==> config.mk <==
export PLATFORM = sky130hd
export DESIGN_NAME = ycbcr2rgb_flat
export DESIGN_NICKNAME = d
export VERILOG_FILES = /design/src/rtl/ycbcr2rgb_if.sv /design/src/rtl/ycbcr2rgb.sv /design/src/flat_wrapper.sv
export SDC_FILE = /design/constraint.sdc
export NUM_CORES = 1
export LEC_CHECK = 0
export CORE_MARGIN = 2
export CORE_UTILIZATION = 45
export DETAILED_ROUTE_END_ITERATION = 8
export DONT_BUFFER_PORTS = 1
export GPL_ROUTABILITY_DRIVEN = 1
export REMOVE_ABC_BUFFERS = 1
export SYNTH_ARGS = -nofsm -noshare
export SYNTH_HDL_FRONTEND = slang
export SYNTH_SLANG_ARGS = --single-unit
==> constraint.sdc <==
create_clock -name clk_in -period 6.24 [get_ports clk_in]
set_input_delay 0.624 -clock clk_in [delete_from_list [all_inputs] [get_ports clk_in]]
set_output_delay 0.624 -clock clk_in [all_outputs]
set_load 0.02 [all_outputs]
==> src/rtl/ycbcr2rgb_if.sv <==
// Pixel stream bundle for the YCbCr to RGB converter.
// Input beats arrive on r*, converted beats leave on t*.
interface ycbcr2rgb_if #(
  parameter int pix_per_clock = 1,
  parameter int data_width = 8
);
  localparam int W = 3 * data_width * pix_per_clock;

  logic [W-1:0] rdata;
  logic         rvalid;
  logic         rready;
  logic         rlast;
  logic         ruser;
  logic [W-1:0] tdata;
  logic         tvalid;
  logic         tready;
  logic         tlast;
  logic         tuser;

  modport master (
    output rdata, rvalid, rlast, ruser, tready,
    input  rready, tdata, tvalid, tlast, tuser
  );

  modport slave (
    input  rdata, rvalid, rlast, ruser, tready,
    output rready, tdata, tvalid, tlast, tuser
  );
endinterface

==> src/rtl/ycbcr2rgb.sv <==
// BT.709 limited-range YCbCr to RGB, three-stage pipeline
// with one global advance enable shared by all stages.
module ycbcr2rgb #(
  parameter int pix_per_clock = 1,
  parameter int data_width = 8
) (
  input logic        clk_in,
  input logic        reset_n,
  ycbcr2rgb_if.slave bus
);
  localparam int DW  = data_width;
  localparam int PPC = pix_per_clock;
  localparam int OW  = DW + 2;
  localparam int SW  = DW + 13;

  localparam logic signed [OW-1:0] Y_OFF = OW'(16 << (DW - 8));
  localparam logic signed [OW-1:0] C_OFF = OW'(1 << (DW - 1));
  localparam logic signed [SW-1:0] MAXV  = SW'((1 << DW) - 1);
  localparam logic signed [SW-1:0] RND   = SW'(128);
  localparam logic signed [SW-1:0] K_Y   = SW'(298);
  localparam logic signed [SW-1:0] K_RV  = SW'(459);
  localparam logic signed [SW-1:0] K_GU  = SW'(55);
  localparam logic signed [SW-1:0] K_GV  = SW'(136);
  localparam logic signed [SW-1:0] K_BU  = SW'(541);

  function automatic logic [DW-1:0] clamp(
    input logic signed [SW-1:0] s
  );
    logic signed [SW-1:0] sh;
    sh = s >>> 8;
    if (sh[SW-1]) return '0;
    if (sh > MAXV) return '1;
    return sh[DW-1:0];
  endfunction

  logic ce;
  logic v1, l1, u1;
  logic v2, l2, u2;
  logic v3, l3, u3;
  logic [PPC-1:0][3*DW-1:0] rgb;

  assign ce         = bus.tready | ~v3;
  assign bus.rready = ce;
  assign bus.tvalid = v3;
  assign bus.tlast  = l3;
  assign bus.tuser  = u3;
  assign bus.tdata  = rgb;

  always_ff @(posedge clk_in or negedge reset_n) begin
    if (!reset_n) begin
      v1 <= 1'b0;
      l1 <= 1'b0;
      u1 <= 1'b0;
      v2 <= 1'b0;
      l2 <= 1'b0;
      u2 <= 1'b0;
      v3 <= 1'b0;
      l3 <= 1'b0;
      u3 <= 1'b0;
    end else if (ce) begin
      v1 <= bus.rvalid;
      l1 <= bus.rvalid & bus.rlast;
      u1 <= bus.rvalid & bus.ruser;
      v2 <= v1;
      l2 <= l1;
      u2 <= u1;
      v3 <= v2;
      l3 <= l2;
      u3 <= u2;
    end
  end

  for (genvar p = 0; p < PPC; p++) begin : g_pix
    logic [DW-1:0]        y, cb, cr;
    logic signed [OW-1:0] yo, cbo, cro;
    logic signed [SW-1:0] ry, rv, gu, gv, bu;
    logic signed [SW-1:0] rs, gs, bs;
    logic [3*DW-1:0]      px;

    assign y   = bus.rdata[3*DW*p +: DW];
    assign cb  = bus.rdata[3*DW*p+DW +: DW];
    assign cr  = bus.rdata[3*DW*p+2*DW +: DW];
    assign yo  = $signed({2'b00, y}) - Y_OFF;
    assign cbo = $signed({2'b00, cb}) - C_OFF;
    assign cro = $signed({2'b00, cr}) - C_OFF;

    always_ff @(posedge clk_in or negedge reset_n) begin
      if (!reset_n) begin
        ry <= '0;
        rv <= '0;
        gu <= '0;
        gv <= '0;
        bu <= '0;
        rs <= '0;
        gs <= '0;
        bs <= '0;
        px <= '0;
      end else if (ce) begin
        ry <= SW'(yo) * K_Y;
        rv <= SW'(cro) * K_RV;
        gu <= SW'(cbo) * K_GU;
        gv <= SW'(cro) * K_GV;
        bu <= SW'(cbo) * K_BU;
        rs <= ry + rv + RND;
        gs <= ry - gu - gv + RND;
        bs <= ry + bu + RND;
        px <= {clamp(rs), clamp(gs), clamp(bs)};
      end
    end

    assign rgb[p] = px;
  end
endmodule

==> src/flat_wrapper.sv <==
// flat-port wrapper written by rule: the top's interface ports become plain ports
module ycbcr2rgb_flat 
#(
  parameter int pix_per_clock = 1,
  parameter int data_width = 8
)
  (clk_in, reset_n, bus_rdata, bus_rvalid, bus_rlast, bus_ruser, bus_tready, bus_rready, bus_tdata, bus_tvalid, bus_tlast, bus_tuser);
  ycbcr2rgb_if #(.pix_per_clock(pix_per_clock), .data_width(data_width)) bus_i ();
  input logic clk_in;
  input logic reset_n;
  input wire logic [$bits(bus_i.rdata)-1:0] bus_rdata;
  input wire logic [$bits(bus_i.rvalid)-1:0] bus_rvalid;
  input wire logic [$bits(bus_i.rlast)-1:0] bus_rlast;
  input wire logic [$bits(bus_i.ruser)-1:0] bus_ruser;
  input wire logic [$bits(bus_i.tready)-1:0] bus_tready;
  output wire logic [$bits(bus_i.rready)-1:0] bus_rready;
  output wire logic [$bits(bus_i.tdata)-1:0] bus_tdata;
  output wire logic [$bits(bus_i.tvalid)-1:0] bus_tvalid;
  output wire logic [$bits(bus_i.tlast)-1:0] bus_tlast;
  output wire logic [$bits(bus_i.tuser)-1:0] bus_tuser;
  assign bus_i.rdata = bus_rdata;
  assign bus_i.rvalid = bus_rvalid;
  assign bus_i.rlast = bus_rlast;
  assign bus_i.ruser = bus_ruser;
  assign bus_i.tready = bus_tready;
  assign bus_rready = bus_i.rready;
  assign bus_tdata = bus_i.tdata;
  assign bus_tvalid = bus_i.tvalid;
  assign bus_tlast = bus_i.tlast;
  assign bus_tuser = bus_i.tuser;
  ycbcr2rgb #(.pix_per_clock(pix_per_clock), .data_width(data_width)) u_core (.clk_in(clk_in), .reset_n(reset_n), .bus(bus_i));
endmodule
==> qor.txt, run 1 <==
fraction of registers with async set/reset -> 1.00
Antenna Cells -> 0
CTS H-Tree Depth -> 4
I/O pin cnt -> 58
area of the mapped netlist -> 0.0153 mm²
antenna violations before repair -> 0
initial core utilization -> 0.456
core area -> 0.0335 mm²
measured slew at the worst slew-check pin -> 861 ps
leak pwr -> 8.50 nW
Pwr Density -> 549 mW/mm²
#FFs+latches synth -> 158
vias per inst -> 5.21
CP max FO -> 7
Seq pwr share -> 0.222
min Tclk post-route -> 4640 ps
GPL Wtd Cong -> 0.898
crit end category -> flop
Final Skew -> 12.6 ps
count of flip-flops with a built-in enable after synthesis -> 0
Finished Core Util -> 0.488
worst skew pair latency -> 430 ps
multi-input logic area -> 0.0103 mm²
CTS tree -> done
Max Cap Viol -> 0
WP data arrival -> 4940 ps
DRC -> 0
Die H -> 188 µm
WP data required -> 6530 ps
Row Count -> 67
Setup TNS Final -> 0 ps
final worst-path cycle share -> 0.744
Final Max Slew Viols -> 0
die footprint -> 0.0355 mm²
slew margin rel. -> 0.426
Final setup viols -> 0
Post-Syn Area per Cell -> 9.22 µm²
PortBufs -> 0
combinational power share -> 0.663
Sequential Area -> 0.00395 mm²
Startpoint Class -> input pin
Int Pwr -> 4.71 mW
total global routing overflow -> 0
largest net degree at the start of global routing -> 181
Synth Flop Type -> dfrtp_1
FF-to-FF Start -> u_core.g_pix[0].ry[6]$_DFFE_PN0P_
Hold Path Class -> in -> async
register area share after synthesis -> 0.258
met2 WL post-DR -> 15300 µm
routed via count -> 10900
DR iter-0 viols -> 463
commonest non-fill, non-tap cell in the layout -> ha_1
Sink Count -> 158
worst setup path class -> in -> reg
GRT Util Overall -> 0.197
CTS Buffer Depth -> 2
Synth Warn # -> 0
Routed met1 length -> 16800 µm
drt total wl -> 33500 µm
Psw -> 4.27 mW
# fillers -> 3263
fin nets -> 2069
most frequent cells in the layout -> ha_1 (319), inv_1 (245), nand2_1 (177)
layout cells sized above 1 -> 0.0315
cts repair resizes -> 0
routed len/inst -> 15.9 µm
Root Buffer Master -> clkbuf_16
f_max -> 0.215 GHz
Die Width -> 188 µm
peak supply drop -> 0.403 mV
Switching Share -> 0.476
ANT nets after route -> 0
Final HPWL DP -> 26400 µm
drt pass-1 iters -> 7
Worst setup startpoint -> bus_rdata[11]
Mapped Cells -> 1660
final hold viol count -> 0
clock transition at the registers of the reported paths -> 70 ps
area grow syn2layout -> 6.87%
CTS Buf Count -> 17
first-pass GRT wire length -> 56300 µm
RSZ-0062 raised after global routing -> false
outcome -> finished clean
synth unique cells -> 59
routed wire length on met3 -> 879 µm
vias in the first global route -> 11000
top layer in use -> met4
Clk pwr share -> 0.115
-- metrics by stage --
step | setup slack (ps) | hold slack (ps) | power [mW] | area, µm² | std cells
final | 1600 | 154 | 8.99 | 16400 | 2100
after global routing | 1320 | 242 | 10.0 | 16400 | 2100
after CTS | 1600 | 238 | 9.06 | 16400 | 2100
after detailed placement | 1160 | 333 | 7.92 | 15800 | 2067
after global placement | 1200 | 333 | 7.82 | 15800 | 2067
after floorplan | -6180 | 328 | 6.56 | 15100 | 1615
-- power by group through the flow --
stage	Clock, mW	Sequential, mW	Combinational (mW)
after global placement	0	2.02	5.80
final	1.04	2.00	5.96
after floorplan	0	1.86	4.70
after CTS	1.06	2.01	5.98
after global routing	1.11	2.06	6.83
after detailed placement	0	2.03	5.89
-- cells in the mapped netlist (3+ instances only) --
library cell,count,area (µm²)
and2_1,3,18.8
mux2i_1,3,30.0
inv_1,245,920
nor3b_1,4,30.0
a31oi_1,11,68.8
or4_1,4,30.0
o211ai_1,7,52.6
clkbuf_1,38,143
nor2_1,103,387
fa_1,81,1620
a21o_1,30,225
xnor2_1,49,429
a211oi_1,13,97.6
xor2_1,36,315
or2_2,6,37.5
ha_1,319,3990
nand3_1,12,60.1
nand4_1,10,62.6
nand2_1,177,664
nor2b_1,9,56.3
buf_1,6,22.5
and3_1,6,37.5
nand2b_1,7,43.8
or3_1,6,37.5
o21ai_0,79,395
a211o_1,5,43.8
nor3_1,18,90.1
a21oi_1,96,480
dfrtp_1,158,3950
and4_1,4,35.0
a31o_2,4,35.0
o31ai_1,39,293
o21a_1,23,173
o21bai_1,12,90.1
-- per-layer routing --
layer  vias up  global-route usage
met5         -                   0
met4         0              0.0496
met3        33              0.0244
met2       139               0.321
met1      5194               0.278
li1       5574                   -
-- cell type report --
type                    count  share of cell area
flip-flops and latches    158               0.242
well taps                 448              0.0343
repair buffers              5             0.00428
clock inverters            14             0.00933
inverters                 246              0.0566
clock buffers              18              0.0262
multi-input cells        1211               0.628
-- repair_timing --
action | in CTS | in global routing
setup buffers | 0 | 0
endpoints found under the hold margin | 158 | 0
hold buffers | 1 | 0
-- worst max-delay path: stages --
cell       delay, ps
inv_1             40
fa_1             530
inv_1             40
ha_1             260
inv_1             50
fa_1             490
inv_1             50
fa_1             400
inv_1             70
fa_1             400
inv_1             70
ha_1             270
o21a_1           230
a2111oi_4        380
o31ai_1          170
or4_1            430
a31oi_1          210
xnor2_1          140
a21oi_1           80
-- worst paths after layout --
path / to / slack (ps) / depth (start not counted)
setup / recovery: u_core.g_pix[0].bu[19]$_DFFE_PN0P_ / 1600 / 19
hold / removal: u_core.bus.tdata[16]$_DFFE_PN0P_ / 150 / 1
setup reg to reg: u_core.g_pix[0].gs[11]$_DFFE_PN0P_ / 2870 / 10
hold reg to reg: u_core.bus.tvalid$_DFFE_PN0P_ / 460 / 1
max in group asynchronous: u_core.g_pix[0].gv[13]$_DFFE_PN0P_ / 5370 / 1
min in group clk_in: u_core.g_pix[0].ry[1]$_DFFE_PN0P_ / 320 / 2
-- cells by family after synthesis --
group,count (synthesis),synth area share
xor+xnor,85,0.0486
simple gates,377,0.108
flops,158,0.258
fa+ha+maj,400,0.367
buf+inv,291,0.0714
compound gates,344,0.143
mux,5,0.00343
-- flip-flops by register name (all words and copies together) (netlist names) --
name,count
u_core.g_pix.rs,13
u_core.l2,1
u_core.g_pix.rv,19
u_core.bus.tlast,1
u_core.v1,1
u_core.bus.tuser,1
u_core.g_pix.gv,14
u_core.g_pix.bs,13
u_core.bus.tdata,24
u_core.g_pix.gu,15
u_core.bus.tvalid,1
u_core.l1,1
u_core.g_pix.bu,20
u_core.g_pix.gs,13
u_core.v2,1
u_core.u2,1
u_core.g_pix.ry,18
u_core.u1,1
Note: power is estimated with default switching activity, not from simulation.
==> inputs of run 2 (changes only) <==
- clock period: 6.24 -> 4.1 ns (I/O delays scaled with it)
==> run 2 against run 1 <==
The flow now finishes with violations (hold timing, setup timing). Sequential power rose by 52%. Clock skew fell by 2.3 ps. Total power rose by 58%. Setup slack got worse by 1700 ps. Wire length rose by 0.44%. Clock power rose by 49%.
==> qor.txt, run 2 (synthesis results as in run 1) <==
Hold Path Class -> in -> async (unchanged)
CP most frequent cell -> inv_2 (was inv_1)
Die Width -> 188 µm (unchanged)
Crit path largest cell delay -> 530 ps (about the same)
vias per inst -> 5.14 (was 5.21)
DR iter-0 viols -> 552 (was 463)
measured slew at the worst slew-check pin -> 804 ps (was 861 ps)
routed len/inst -> 15.3 µm (was 15.9 µm)
drt pass-1 iters -> 5 (was 7)
crit end category -> flop (unchanged)
outcome -> complete, but fails checks (was finished clean)
CTS tree -> done (unchanged)
Root Buffer Master -> clkbuf_16 (unchanged)
violated checks -> hold timing, setup timing
Final setup viols -> 2 (was 0)
PortBufs -> 0 (unchanged)
Worst setup startpoint -> bus_rdata[12] (was bus_rdata[11])
worst setup path class -> in -> reg (unchanged)
commonest non-fill, non-tap cell in the layout -> ha_1 (unchanged)
WP data arrival -> 4480 ps (was 4940 ps)
total global routing overflow -> 0 (unchanged)
Pwr Density -> 825 mW/mm² (was 549 mW/mm²)
r2r endpoint -> u_core.g_pix[0].gs[11]$_DFFE_PN0P_ (unchanged)
# fillers -> 3151 (was 3263)
Row Count -> 67 (unchanged)
CTS Buf Count -> 17 (unchanged)
largest net degree at the start of global routing -> 159 (was 181)
I/O pin cnt -> 58 (unchanged)
DRC -> 0 (unchanged)
vias in the first global route -> 11500 (was 11000)
GPL Wtd Cong -> 0.836 (was 0.898)
GRT Util Overall -> 0.199 (was 0.197)
Final HPWL DP -> 26800 µm (was 26400 µm)
Max Cap Viol -> 0 (unchanged)
CTS Buffer Depth -> 2 (unchanged)
most frequent cells in the layout -> ha_1 (313), inv_1 (240), nand2_1 (177) (was ha_1 (319), inv_1 (245), nand2_1 (177))
max FFs per register -> 24 (unchanged)
worst hold slack -> -26.6 ps (was 154 ps)
Sink Count -> 158 (unchanged)
Die H -> 188 µm (unchanged)
final hold viol count -> 5 (was 0)
WP data required -> 4400 ps (was 6530 ps)
FF-to-FF Start -> u_core.g_pix[0].ry[6]$_DFFE_PN0P_ (unchanged)
Antenna Cells -> 0 (unchanged)
final worst-path cycle share -> 1.02
Worst Reg2Reg Path Length in Cells -> 10 (unchanged)
clock transition at the registers of the reported paths -> 70 ps (about the same)
CTS H-Tree Depth -> 4 (unchanged)
peak supply drop -> 0.475 mV (was 0.403 mV)
drt total wl -> 33600 µm (was 33500 µm)
Final WS setup -> -75.7 ps (was 1600 ps)
initial core utilization -> 0.456 (unchanged)
fin nets -> 2162 (was 2069)
f_max -> 0.239 GHz
worst skew pair latency -> 430 ps (about the same)
Slowest cell on crit path -> fa_1 (unchanged)
antenna violations before repair -> 0 (unchanged)
CP max FO -> 6 (was 7)
first-pass GRT wire length -> 57500 µm (was 56300 µm)
RSZ-0062 raised after global routing -> true (was false)
layout cells sized above 1 -> 0.0951 (was 0.0315)
leak pwr -> 8.96 nW (was 8.50 nW)
core area -> 0.0335 mm² (unchanged)
area grow syn2layout -> 12.3% (was 6.87%)
power consumption -> 14.2 mW (was 8.99 mW)
routed via count -> 11300 (was 10900)
slew margin rel. -> 0.464 (was 0.426)
Reg2Reg Setup Slack -> 810 ps (was 2870 ps)
die footprint -> 0.0355 mm² (unchanged)
min Tclk post-route -> 4180 ps
Final Skew -> 10.4 ps (was 12.6 ps)
sequence of cells on the critical path -> inv_8, fa_1, inv_2, ha_4, inv_2, fa_1, inv_1, fa_2, inv_2, fa_1, inv_2, ha_4, o21a_1, a2111oi_4, o31ai_2, or4_1, a31oi_1, xnor2_1, a21oi_1 (was inv_1, fa_1, inv_1, ha_1, inv_1, fa_1, inv_1, fa_1, inv_1, fa_1, inv_1, ha_1, o21a_1, a2111oi_4, o31ai_1, or4_1, a31oi_1, xnor2_1, a21oi_1)
Final Max Slew Viols -> 0 (unchanged)
ANT nets after route -> 0 (unchanged)
Startpoint Class -> input pin (unchanged)
==> run 2: changes by cell type in the layout (fill, tap and decap cells not counted), moves of 2 or more <==
cell      change
buf_4        +91
ha_1          -6
ha_4          +6
inv_1         -5
inv_2         +4
o21ai_0       -4
o21ai_1       +4
a211oi_1      -3
a211oi_2      +3
clkbuf_8      +2
o31ai_1       -2
o31ai_2       +2
==> run 2: timing repair <==
action | CTS | global route
setup endpoints to repair | 4 | 10
hold endpoints to repair | 158 | 0
gates resized for setup | 12 | 18
hold buffers | 1 | 0
pin swaps | 18 | 14
buffers inserted | 1 | 2
==> run 2: where the power goes <==
part / leakage [nW] / switching, mW / total, mW / internal, mW
sequential: 1.88 / 0.714 / 3.03 / 2.32
clock: 0.279 / 0.716 / 1.55 / 0.833
combinational: 6.80 / 5.17 / 9.60 / 4.44
==> run 2: final cells by class <==
type | count | area, µm² | area share
timing repair buffer | 98 | 785 | 0.0456
clock inverter | 13 | 123 | 0.00713
inverter | 246 | 933 | 0.0543
tap | 448 | 561 | 0.0326
multi-input combinational | 1211 | 10400 | 0.604
sequential | 158 | 3950 | 0.230
clock buffer | 19 | 453 | 0.0263
==> run 2: how the worst max path moves through the flow <==
| stage | slack, ps | end | depth (start not counted) |
|---|---|---|---|
| 2_1_floorplan | -8120 | u_core.g_pix[0].gs[20]$_DFFE_PN0P_ | 5 |
| 3_3_place_gp | -660 | u_core.g_pix[0].bu[19]$_DFFE_PN0P_ | 19 |
| 3_5_place_dp | -690 | u_core.g_pix[0].bu[19]$_DFFE_PN0P_ | 19 |
| 4_1_cts | -110 | u_core.g_pix[0].bu[19]$_DFFE_PN0P_ | 17 |
| 5_1_grt | -220 | u_core.g_pix[0].bu[19]$_DFFE_PN0P_ | 19 |
| 6_report | -80 | u_core.g_pix[0].bu[19]$_DFFE_PN0P_ | 19 |
==> run 2: critical path: cells and delay by family <==
kind	cells	cell delay [ps]
buffers and inverters	6	280
adder cells (fa/ha/maj)	6	2150
AND/OR/NAND/NOR	1	420
AO/OA/AOI/OAI	5	1060
XOR/XNOR	1	140
==> run 2: through the flow <==
stage / setup WS (ps) / area (µm²) / utilization / cells / TNS [ps]
after global routing: -216 / 17200 / 0.513 / 2193 / -391
after detailed placement: -689 / 16400 / 0.490 / 2158 / -7780
after global placement: -662 / 16400 / 0.490 / 2158 / -6690
after floorplan: -8120 / 15100 / - / 1615 / -873890
after CTS: -114 / 17100 / 0.510 / 2191 / -114
final: -75.7 / 17200 / 0.513 / 2193 / -98.5
==> run 2: routing by layer <==
| metal | share of wire | track usage |
|---|---|---|
| met4 | 0.015 | 0.0439 |
| met2 | 0.46 | 0.330 |
| met5 | 0 | 0 |
| met1 | 0.49 | 0.280 |
| met3 | 0.028 | 0.0229 |
